===== src/rtl/cond_check_pipe_pkg.sv =====
// Shared definitions for the condition-check pipeline slot and the branch-unit condition evaluator:
// condition-field encodings, NZCV bit positions and the flag-word type.
package cond_check_pipe_pkg;

  localparam int FLAG_N = 3;
  localparam int FLAG_Z = 2;
  localparam int FLAG_C = 1;
  localparam int FLAG_V = 0;

  typedef logic [3:0] nzcv_t;
  typedef logic [3:0] cond_t;

  localparam cond_t COND_EQ = 4'h0;
  localparam cond_t COND_NE = 4'h1;
  localparam cond_t COND_CS = 4'h2;
  localparam cond_t COND_CC = 4'h3;
  localparam cond_t COND_MI = 4'h4;
  localparam cond_t COND_PL = 4'h5;
  localparam cond_t COND_VS = 4'h6;
  localparam cond_t COND_VC = 4'h7;
  localparam cond_t COND_HI = 4'h8;
  localparam cond_t COND_LS = 4'h9;
  localparam cond_t COND_GE = 4'hA;
  localparam cond_t COND_LT = 4'hB;
  localparam cond_t COND_GT = 4'hC;
  localparam cond_t COND_LE = 4'hD;
  localparam cond_t COND_AL = 4'hE;
  localparam cond_t COND_NV = 4'hF;

endpackage


===== src/rtl/cond_check_pipe_if.sv =====
// Slot handshake bundle: upstream valid/ready with condition and payload, downstream valid/ready with result.
interface cond_check_pipe_if #(
  parameter int PAYLOAD_W = 32
);
  logic                 in_valid;
  logic                 in_ready;
  logic [3:0]           in_cond;
  logic [PAYLOAD_W-1:0] in_payload;
  logic                 out_valid;
  logic                 out_ready;
  logic                 out_pass;
  logic [PAYLOAD_W-1:0] out_payload;

  modport master (
    output in_valid, in_cond, in_payload, out_ready,
    input  in_ready, out_valid, out_pass, out_payload
  );

  modport slave (
    input  in_valid, in_cond, in_payload, out_ready,
    output in_ready, out_valid, out_pass, out_payload
  );
endinterface


===== src/rtl/cond_check_pipe_cond_eval.sv =====
// Pure combinational ARM condition evaluator: (cond, NZCV) -> pass. Also used by the branch unit.
module cond_eval
  import cond_check_pipe_pkg::*;
(
  input  cond_t i_cond,
  input  nzcv_t i_flags,
  output logic  o_pass
);

  logic w_n;
  logic w_z;
  logic w_c;
  logic w_v;

  assign w_n = i_flags[FLAG_N];
  assign w_z = i_flags[FLAG_Z];
  assign w_c = i_flags[FLAG_C];
  assign w_v = i_flags[FLAG_V];

  always_comb begin
    o_pass = 1'b0;
    case (i_cond)
      COND_EQ: o_pass = w_z;
      COND_NE: o_pass = !w_z;
      COND_CS: o_pass = w_c;
      COND_CC: o_pass = !w_c;
      COND_MI: o_pass = w_n;
      COND_PL: o_pass = !w_n;
      COND_VS: o_pass = w_v;
      COND_VC: o_pass = !w_v;
      COND_HI: o_pass = w_c & !w_z;
      COND_LS: o_pass = !w_c | w_z;
      COND_GE: o_pass = (w_n == w_v);
      COND_LT: o_pass = (w_n != w_v);
      COND_GT: o_pass = !w_z & (w_n == w_v);
      COND_LE: o_pass = w_z | (w_n != w_v);
      COND_AL: o_pass = 1'b1;
      COND_NV: o_pass = 1'b0;
      default: o_pass = 1'b0;
    endcase
  end

endmodule


===== src/rtl/cond_check_pipe.sv =====
// ID/EXE condition-check slot: owns NZCV, evaluates the condition field, keeps saturating exec/squash counts.
// Build option COND_FWD_EN: an instruction accepted alongside a status write sees the new flags.
module cond_check_pipe
  import cond_check_pipe_pkg::*;
#(
  parameter int PAYLOAD_W = 32,
  parameter int CNT_W     = 16
) (
  input  logic              clk,
  input  logic              rst_n,
  input  logic              i_flush,
  input  logic              i_sr_we,
  input  nzcv_t             i_sr_wdata,
  cond_check_pipe_if.slave  s_bus,
  output nzcv_t             o_sr_q,
  output logic [CNT_W-1:0]  o_cnt_exec,
  output logic [CNT_W-1:0]  o_cnt_squash
);

  logic                 r_valid;
  logic                 r_pass;
  logic [PAYLOAD_W-1:0] r_payload;
  nzcv_t                r_sr;
  logic [CNT_W-1:0]     r_cnt_exec;
  logic [CNT_W-1:0]     r_cnt_squash;

  nzcv_t w_flags_eff;
  logic  w_pass;
  logic  w_in_ready;
  logic  w_accept;

`ifdef COND_FWD_EN
  assign w_flags_eff = i_sr_we ? i_sr_wdata : r_sr;
`else
  // Without the bypass the hazard unit stalls an instruction issued alongside a flag write.
  assign w_flags_eff = r_sr;
`endif

  cond_eval u_cond_eval (
    .i_cond  (s_bus.in_cond),
    .i_flags (w_flags_eff),
    .o_pass  (w_pass)
  );

  assign w_in_ready = !i_flush && (!r_valid || s_bus.out_ready);
  assign w_accept   = s_bus.in_valid && w_in_ready;

  always_ff @(posedge clk or negedge rst_n) begin
    if (!rst_n) begin
      r_valid      <= 1'b0;
      r_pass       <= 1'b0;
      r_payload    <= '0;
      r_sr         <= '0;
      r_cnt_exec   <= '0;
      r_cnt_squash <= '0;
    end else begin
      if (i_sr_we) r_sr <= i_sr_wdata;
      if (w_accept) begin
        r_valid   <= 1'b1;
        r_pass    <= w_pass;
        r_payload <= s_bus.in_payload;
        if (w_pass) begin
          if (r_cnt_exec != '1) r_cnt_exec <= r_cnt_exec + 1'b1;
        end else begin
          if (r_cnt_squash != '1) r_cnt_squash <= r_cnt_squash + 1'b1;
        end
      end else if (i_flush || s_bus.out_ready) begin
        r_valid <= 1'b0;
      end
    end
  end

  assign s_bus.in_ready    = w_in_ready;
  assign s_bus.out_valid   = r_valid;
  assign s_bus.out_pass    = r_pass;
  assign s_bus.out_payload = r_payload;
  assign o_sr_q            = r_sr;
  assign o_cnt_exec        = r_cnt_exec;
  assign o_cnt_squash      = r_cnt_squash;

endmodule


===== src/flat_wrapper.sv =====
// flat-port wrapper written by rule: the top's interface ports become plain ports
module cond_check_pipe_flat import cond_check_pipe_pkg::*;
#(
  parameter int PAYLOAD_W = 32,
  parameter int CNT_W     = 16
)
  (clk, rst_n, i_flush, i_sr_we, i_sr_wdata, o_sr_q, o_cnt_exec, o_cnt_squash, s_bus_in_valid, s_bus_in_cond, s_bus_in_payload, s_bus_out_ready, s_bus_in_ready, s_bus_out_valid, s_bus_out_pass, s_bus_out_payload);
  cond_check_pipe_if #(.PAYLOAD_W(PAYLOAD_W)) s_bus_i ();
  input  logic clk;
  input  logic rst_n;
  input  logic i_flush;
  input  logic i_sr_we;
  input  nzcv_t i_sr_wdata;
  output nzcv_t o_sr_q;
  output logic [CNT_W-1:0] o_cnt_exec;
  output logic [CNT_W-1:0] o_cnt_squash;
  input wire logic [$bits(s_bus_i.in_valid)-1:0] s_bus_in_valid;
  input wire logic [$bits(s_bus_i.in_cond)-1:0] s_bus_in_cond;
  input wire logic [$bits(s_bus_i.in_payload)-1:0] s_bus_in_payload;
  input wire logic [$bits(s_bus_i.out_ready)-1:0] s_bus_out_ready;
  output wire logic [$bits(s_bus_i.in_ready)-1:0] s_bus_in_ready;
  output wire logic [$bits(s_bus_i.out_valid)-1:0] s_bus_out_valid;
  output wire logic [$bits(s_bus_i.out_pass)-1:0] s_bus_out_pass;
  output wire logic [$bits(s_bus_i.out_payload)-1:0] s_bus_out_payload;
  assign s_bus_i.in_valid = s_bus_in_valid;
  assign s_bus_i.in_cond = s_bus_in_cond;
  assign s_bus_i.in_payload = s_bus_in_payload;
  assign s_bus_i.out_ready = s_bus_out_ready;
  assign s_bus_in_ready = s_bus_i.in_ready;
  assign s_bus_out_valid = s_bus_i.out_valid;
  assign s_bus_out_pass = s_bus_i.out_pass;
  assign s_bus_out_payload = s_bus_i.out_payload;
  cond_check_pipe #(.PAYLOAD_W(PAYLOAD_W), .CNT_W(CNT_W)) u_core (.clk(clk), .rst_n(rst_n), .i_flush(i_flush), .i_sr_we(i_sr_we), .i_sr_wdata(i_sr_wdata), .s_bus(s_bus_i), .o_sr_q(o_sr_q), .o_cnt_exec(o_cnt_exec), .o_cnt_squash(o_cnt_squash));
endmodule

===== config.mk =====
export PLATFORM = sky130hd
export DESIGN_NAME = cond_check_pipe_flat
export DESIGN_NICKNAME = d
export VERILOG_FILES = /design/src/rtl/cond_check_pipe_pkg.sv /design/src/rtl/cond_check_pipe_if.sv /design/src/rtl/cond_check_pipe_cond_eval.sv /design/src/rtl/cond_check_pipe.sv /design/src/flat_wrapper.sv
export SDC_FILE = /design/constraint.sdc
export NUM_CORES = 1
export LEC_CHECK = 0
export BUFFER_PORTS_ARGS = -buffer_cell sky130_fd_sc_hd__buf_2
export CORE_MARGIN = 2
export CORE_UTILIZATION = 50
export DETAILED_ROUTE_END_ITERATION = 10
export GPL_TIMING_DRIVEN = 0
export PLACE_DENSITY = 0.8
export SYNTH_ARGS = -nofsm -noshare
export SYNTH_HDL_FRONTEND = slang
export SYNTH_SLANG_ARGS = --single-unit

===== constraint.sdc =====
create_clock -name clk -period 2.5 [get_ports clk]
set_input_delay 0.125 -clock clk [delete_from_list [all_inputs] [get_ports clk]]
set_output_delay 0.125 -clock clk [all_outputs]
set_load 0.005 [all_outputs]

# Word level (Yosys, flattened, before mapping)

Cells that the tools add are included.

Register bits after elaboration: 70
Bits of input ports: 46
Output and inout bits: 71
Logic and storage cells: 49

Add/subtract/negate cells: 2
Equal/unequal tests: 19
Mux-type cells: 3
Bitwise operators: 5
Reductions and logical operators: 14

Operators by type and width:

| cell                  | count |
|---|---|
| $add 16x1->16 const B | 2 |
| $eq 4x4->1 const B    | 8 |
| $ne 16x16->1 const B  | 2 |
| $eq 4x3->1 const B    | 4 |
| $pmux 1 s16           | 1 |
| $eq 4x2->1 const B    | 2 |
| $logic_not 1->1       | 6 |
| $reduce_and 3->1      | 2 |
| $eq 4x1->1 const B    | 1 |
| $logic_not 4->1       | 1 |
| $and 1x1->1           | 2 |
| $logic_and 1x1->1     | 2 |
| $logic_or 1x1->1      | 2 |
| $mux 1                | 2 |
| $or 1x1->1            | 2 |
| $reduce_bool 2->1     | 1 |
| $eq 1x1->1            | 1 |
| $ne 1x1->1            | 1 |
| $not 1->1             | 1 |

# Depth between registers and ports, before layout

Word-level depth: 5
Gate-level depth with buffers: 8
Gate-level depth less buffers: 7

# Hierarchy

From an unflattened synthesis, not the netlist that was laid out.

Cell total of the unflattened synthesis: 257
Area total of the unflattened synthesis: 3183.1 µm²

By module, submodules not included:

| module          | instances | cells an instance | area each (µm²) | seq. area each (µm²) |
|---|---|---|---|---|
| cond_check_pipe | 1         | 234               | 3027.9          | 1751.7 |
| cond_eval       | 1         | 23                | 155.1           | 0.0 |

# Worst setup path after synthesis

OpenSTA, ideal clock, no wires.

Kind: register to register
From: register u_core.r_cnt_squash[0], in the netlist u_core.o_cnt_squash[0]
To: register u_core.r_cnt_squash[1], in the netlist u_core.o_cnt_squash[1]
Library setup time: 0.125 ns
Data arrival time: 2.182 ns
Required time: 2.375 ns
Path slack: 0.194 ns
Cell stages (with the launch flop): 9
Buffers on the path: 1
Clock period less this slack: 2.306 ns
Path through: dfrtp_1 ha_1 nand2_1 nor4_1 and2_1 clkbuf_1 a211oi_1 nor2_1 mux2_2

Longest elaborated chain between the ends: 2
Elaborated cells between the ends (all ways): 3
Classes of those cells: 1 x add/sub; 1 x eq/ne; 1 x reduce/logical

Ends and longest elaborated chain:

| item                                                                  | line                  | RTL |
|---|---|---|
| start: declaration                                                    | cond_check_pipe.sv:25 | `logic [CNT_W-1:0] r_cnt_squash;` |
| start signal: assignment                                              | cond_check_pipe.sv:65 | `if (r_cnt_squash != '1) r_cnt_squash <= r_cnt_squash + 1'b1;` |
| parallel branches: the longest is 2 deep, another holds $add 16x1->16 | -                     |  |

Parallel ways; which one is timed is not known.
A chain may end at the register's enable or synchronous reset.

# Worst setup path in the final report

From: register u_core.r_sr[0], in the netlist u_core.o_sr_q[0]
To: register u_core.r_cnt_squash[1], in the netlist u_core.o_cnt_squash[1]

Longest elaborated chain between the ends: 5
Elaborated cells between the ends (all ways): 8
Classes of those cells: 2 x eq/ne; 1 x mux; 3 x bitwise; 2 x reduce/logical

Ends and longest elaborated chain:

| item                                             | line                                                             | RTL |
|---|---|---|
| start: declaration                               | cond_check_pipe.sv:23                                            | `nzcv_t r_sr;` |
| start signal: assignment                         | cond_check_pipe.sv:57                                            | `if (i_sr_we) r_sr <= i_sr_wdata;` |
| $ne 1x1->1 / $eq 1x1->1 (equally long branches)  | -                                                                |  |
| $or 1x1->1 / $and 1x1->1 (equally long branches) | cond_check_pipe_cond_eval.sv:36, cond_check_pipe_cond_eval.sv:35 |  |
| $pmux 1 s16 *                                    | cond_check_pipe_cond_eval.sv:22                                  | `case (i_cond)` |
| $not 1->1 (no source line) *                     | -                                                                |  |
| $reduce_and 3->1 (no source line) *              | -                                                                |  |

Every way passes the cells marked *; elsewhere a longest branch is shown, timed or not.

==> impl_metrics.json <==
{
  "status": "finished clean",
  "wl_um": 8740,
  "diodes": 0,
  "synth_edf_count": 0,
  "antenna_found_initial": 0,
  "ys.flop_type": "dfrtp_1",
  "place_area_sq_mm": 0.00401,
  "io_pins": 117,
  "drv_cap": 0,
  "synth_cell_types": 41,
  "track_usage_pct": 24.6,
  "grt_max_degree": 71,
  "r2r_end": "u_core.o_cnt_squash[1]",
  "hold_start": "s_bus_in_payload[28]",
  "cp_max_fo": 10,
  "drc": 0,
  "grt_pass1_wl_um": 14400,
  "start_util_pct": 52.3,
  "avgSynthCellArea_sq_um": 9.40,
  "netlist_top_cells_area": "dfrtp_1, nand2_1, xnor2_1",
  "reg2reg_depth": 7,
  "die_x_um": 85.7,
  "hold_path_depth": 3,
  "fin_cells": 595,
  "gp_congestion": 0.871,
  "first_iter_violations": 154,
  "netlist_top_cells_count": "nand2_1, dfrtp_1, xnor2_1, nor2_1",
  "tritoncts": "yes",
  "leakage_nw": 2.42,
  "overflow": 0,
  "stdcell_area_sq_mm": 0.00465,
  "ys_warn_count": 0,
  "relSlewSlack_pct": 42.8,
  "ant_nets": 0,
  "hold_path_class": "in -> reg",
  "endpoint_kind": "register",
  "dp_cells": 547,
  "dieHeight_um": 85.7,
  "crit_type": "reg -> reg",
  "finalCritPeriodShare_pct": 93.3,
  "setup_viol": 0,
  "rows": 29,
  "rsz0062_at_grt": "no",
  "clk_transition_reported_paths_ns": 0.08,
  "cp_cell_sequence": "xnor2_1, and4b_1, or3_1, clkbuf_1, nor4_2, nor2_1, mux2_2",
  "synth_top_area_cell": "dfrtp_1",
  "drv_slew": 0,
  "critPathRequiredTime_ns": 2.73,
  "clk_latency_ns": 0.34,
  "rrSetupSlack_ns": 0.17,
  "yosysMostFrequentCell": "nand2_1",
  "whs_ns": 0.0121,
  "r2r_start": "u_core.o_sr_q[0]",
  "fp.coreArea_sq_mm": 0.00639,
  "grt_pass1_vias": 3095,
  "cts.sinks": 70,
  "start_kind": "register",
  "dr.pass1.iters": 5,
  "drive_gt1_share_pct": 28.8,
  "vdd_drop_max_uv": 526,
  "tns_ns": 0,
  "h-tree-depth": 3,
  "critical-path-max-stage-delay_ns": 0.44,
  "netlist_area_sq_mm": 0.00334,
  "routed_via_density": 5.25,
  "final_nets": 561,
  "cts_buffer_depth": 2,
  "wl_per_cell_um": 14.7,
  "dieArea_sq_mm": 0.00734,
  "dp.final_hpwl_um": 5560,
  "min_to": "u_core.s_bus.out_payload[28]",
  "synth_nets": 403,
  "async_flop_share_pct": 100,
  "postSynthCellCount": 355,
  "synth_seq_cells": 70,
  "final_util_pct": 72.8,
  "port_buffers": 115,
  "areaGrowthSynthToFinish_pct": 39.3,
  "skew_ns": 0.0121,
  "seq_area_frac_synth_pct": 52.5,
  "final_hold_viol_count": 0,
  "cts-root-buf": "clkbuf_8",
  "vias": 3123,
  "synth_top_area_share_pct": 52.5,
  "min_period_ns": 2.33,
  "p_per_area_mw_per_mm2": 706,
  "max_freq_mhz": 429,
  "critPathSlowestCell": "dfrtp_1",
  "tightestPinTransition_ns": 0.858,
  "cp.arrival_ns": 2.56,
  "cts_made_buffers": 9
}
-- critical path, delay by kind of cell (launching register included) --
family	cells	cell delay, ns
DFF	1	0.44
buffers and inverters	1	0.26
and+or+nand+nor	4	1.10
muxes	1	0.29
xor gates and xnor gates	1	0.14
-- timing repair --
item,CTS,global route
buffers inserted,0,0
setup endpoints to repair,2,7
gates resized for setup,2,5
hold endpoints to repair,102,0
hold buffers,33,0
-- kinds of logic (layout without fill, tap and decap cells) --
family                   count (synthesis)  count (layout)  share of synthesized area (%)
AO/OA/AOI/OAI                           35              35                           7.31
XOR/XNOR                                30              30                           7.87
adder cells (fa/ha/maj)                  2               2                          0.750
buffers and inverters                   18             181                           2.25
flip-flops                              70              70                           52.5
multiplexers                             8               8                           2.66
AND/OR/NAND/NOR                        192             192                           26.7
-- registers in the layout (all words and copies together) (netlist names) --
register	flops
u_core.s_bus.out_payload	32
u_core.o_sr_q	4
u_core.s_bus.out_pass	1
u_core.s_bus.out_valid	1
u_core.o_cnt_exec	16
u_core.o_cnt_squash	16
-- per-stage QoR --
stage	total power, mW	setup slack, ns
after floorplan	1.71	0.194
after global placement	1.98	-0.180
after detailed placement	2.01	-0.173
after CTS	3.30	0.0721
after global routing	3.46	0.0130
final	3.28	0.167
-- layout by cell type (no fill, tap or decap), types with 2 or more instances in the layout --
master         count
bufinv_16          4
nor3_1             7
a211oi_2           2
dfrtp_1           70
nor4_1             6
xnor2_1           16
clkbuf_1          12
and2_1             2
buf_2            114
mux2_2             7
and3_1             5
nand3_1           13
or3_1              2
clkbuf_8          11
nand2_1          114
a21oi_1            8
nor2_1            15
and4_1             5
inv_1              2
nand2b_1           2
dlygate4sd3_1     33
a211oi_1           7
o2111ai_1          3
nor4_2             2
and4b_1            3
xor2_1            14
ha_1               2
nand4_1            7
a2111oi_0          2
o21ai_0            7
-- cell type report --
cell class,instances,area [sq um]
timing repair buffer,148,908
clock inverter,5,129
multi-input combinational,267,1540
fill,473,1740
clock buffer,11,151
sequential,70,1750
tap,77,96.3
buffer,15,65.1
inverter,2,7.51
-- worst max path at each step --
stage	from	to	slack, ns	depth (start not counted)
global route	u_core.o_sr_q[0]	u_core.o_cnt_squash[1]	0.01	7
global placement	u_core.o_cnt_squash[0]	u_core.o_cnt_squash[1]	-0.18	8
CTS	u_core.o_cnt_squash[0]	u_core.o_cnt_squash[1]	0.07	8
detailed placement	u_core.o_cnt_squash[0]	u_core.o_cnt_squash[1]	-0.17	8
finish	u_core.o_sr_q[0]	u_core.o_cnt_squash[1]	0.17	7
floorplan	u_core.o_cnt_squash[0]	u_core.o_cnt_squash[1]	0.19	8
-- report_power, final --
| group | leakage, nW | switching (mW) | internal [mW] |
|---|---|---|---|
| registers | 0.894 | 0.156 | 1.29 |
| clock network | 0.140 | 0.418 | 0.820 |
| logic | 1.39 | 0.302 | 0.297 |
| total | 2.42 | 0.876 | 2.41 |
-- routing by layer --
| metal | part of all wire [%] | vias up | track usage [%] |
|---|---|---|---|
| li1 | - | 1526 | - |
| met1 | 44 | 1469 | 31.9 |
| met2 | 49 | 116 | 40.9 |
| met3 | 5.9 | 12 | 4.62 |
| met4 | 1.7 | 0 | 9.52 |
| met5 | 0 | - | 0 |
Power figures use the tool's default switching activity.
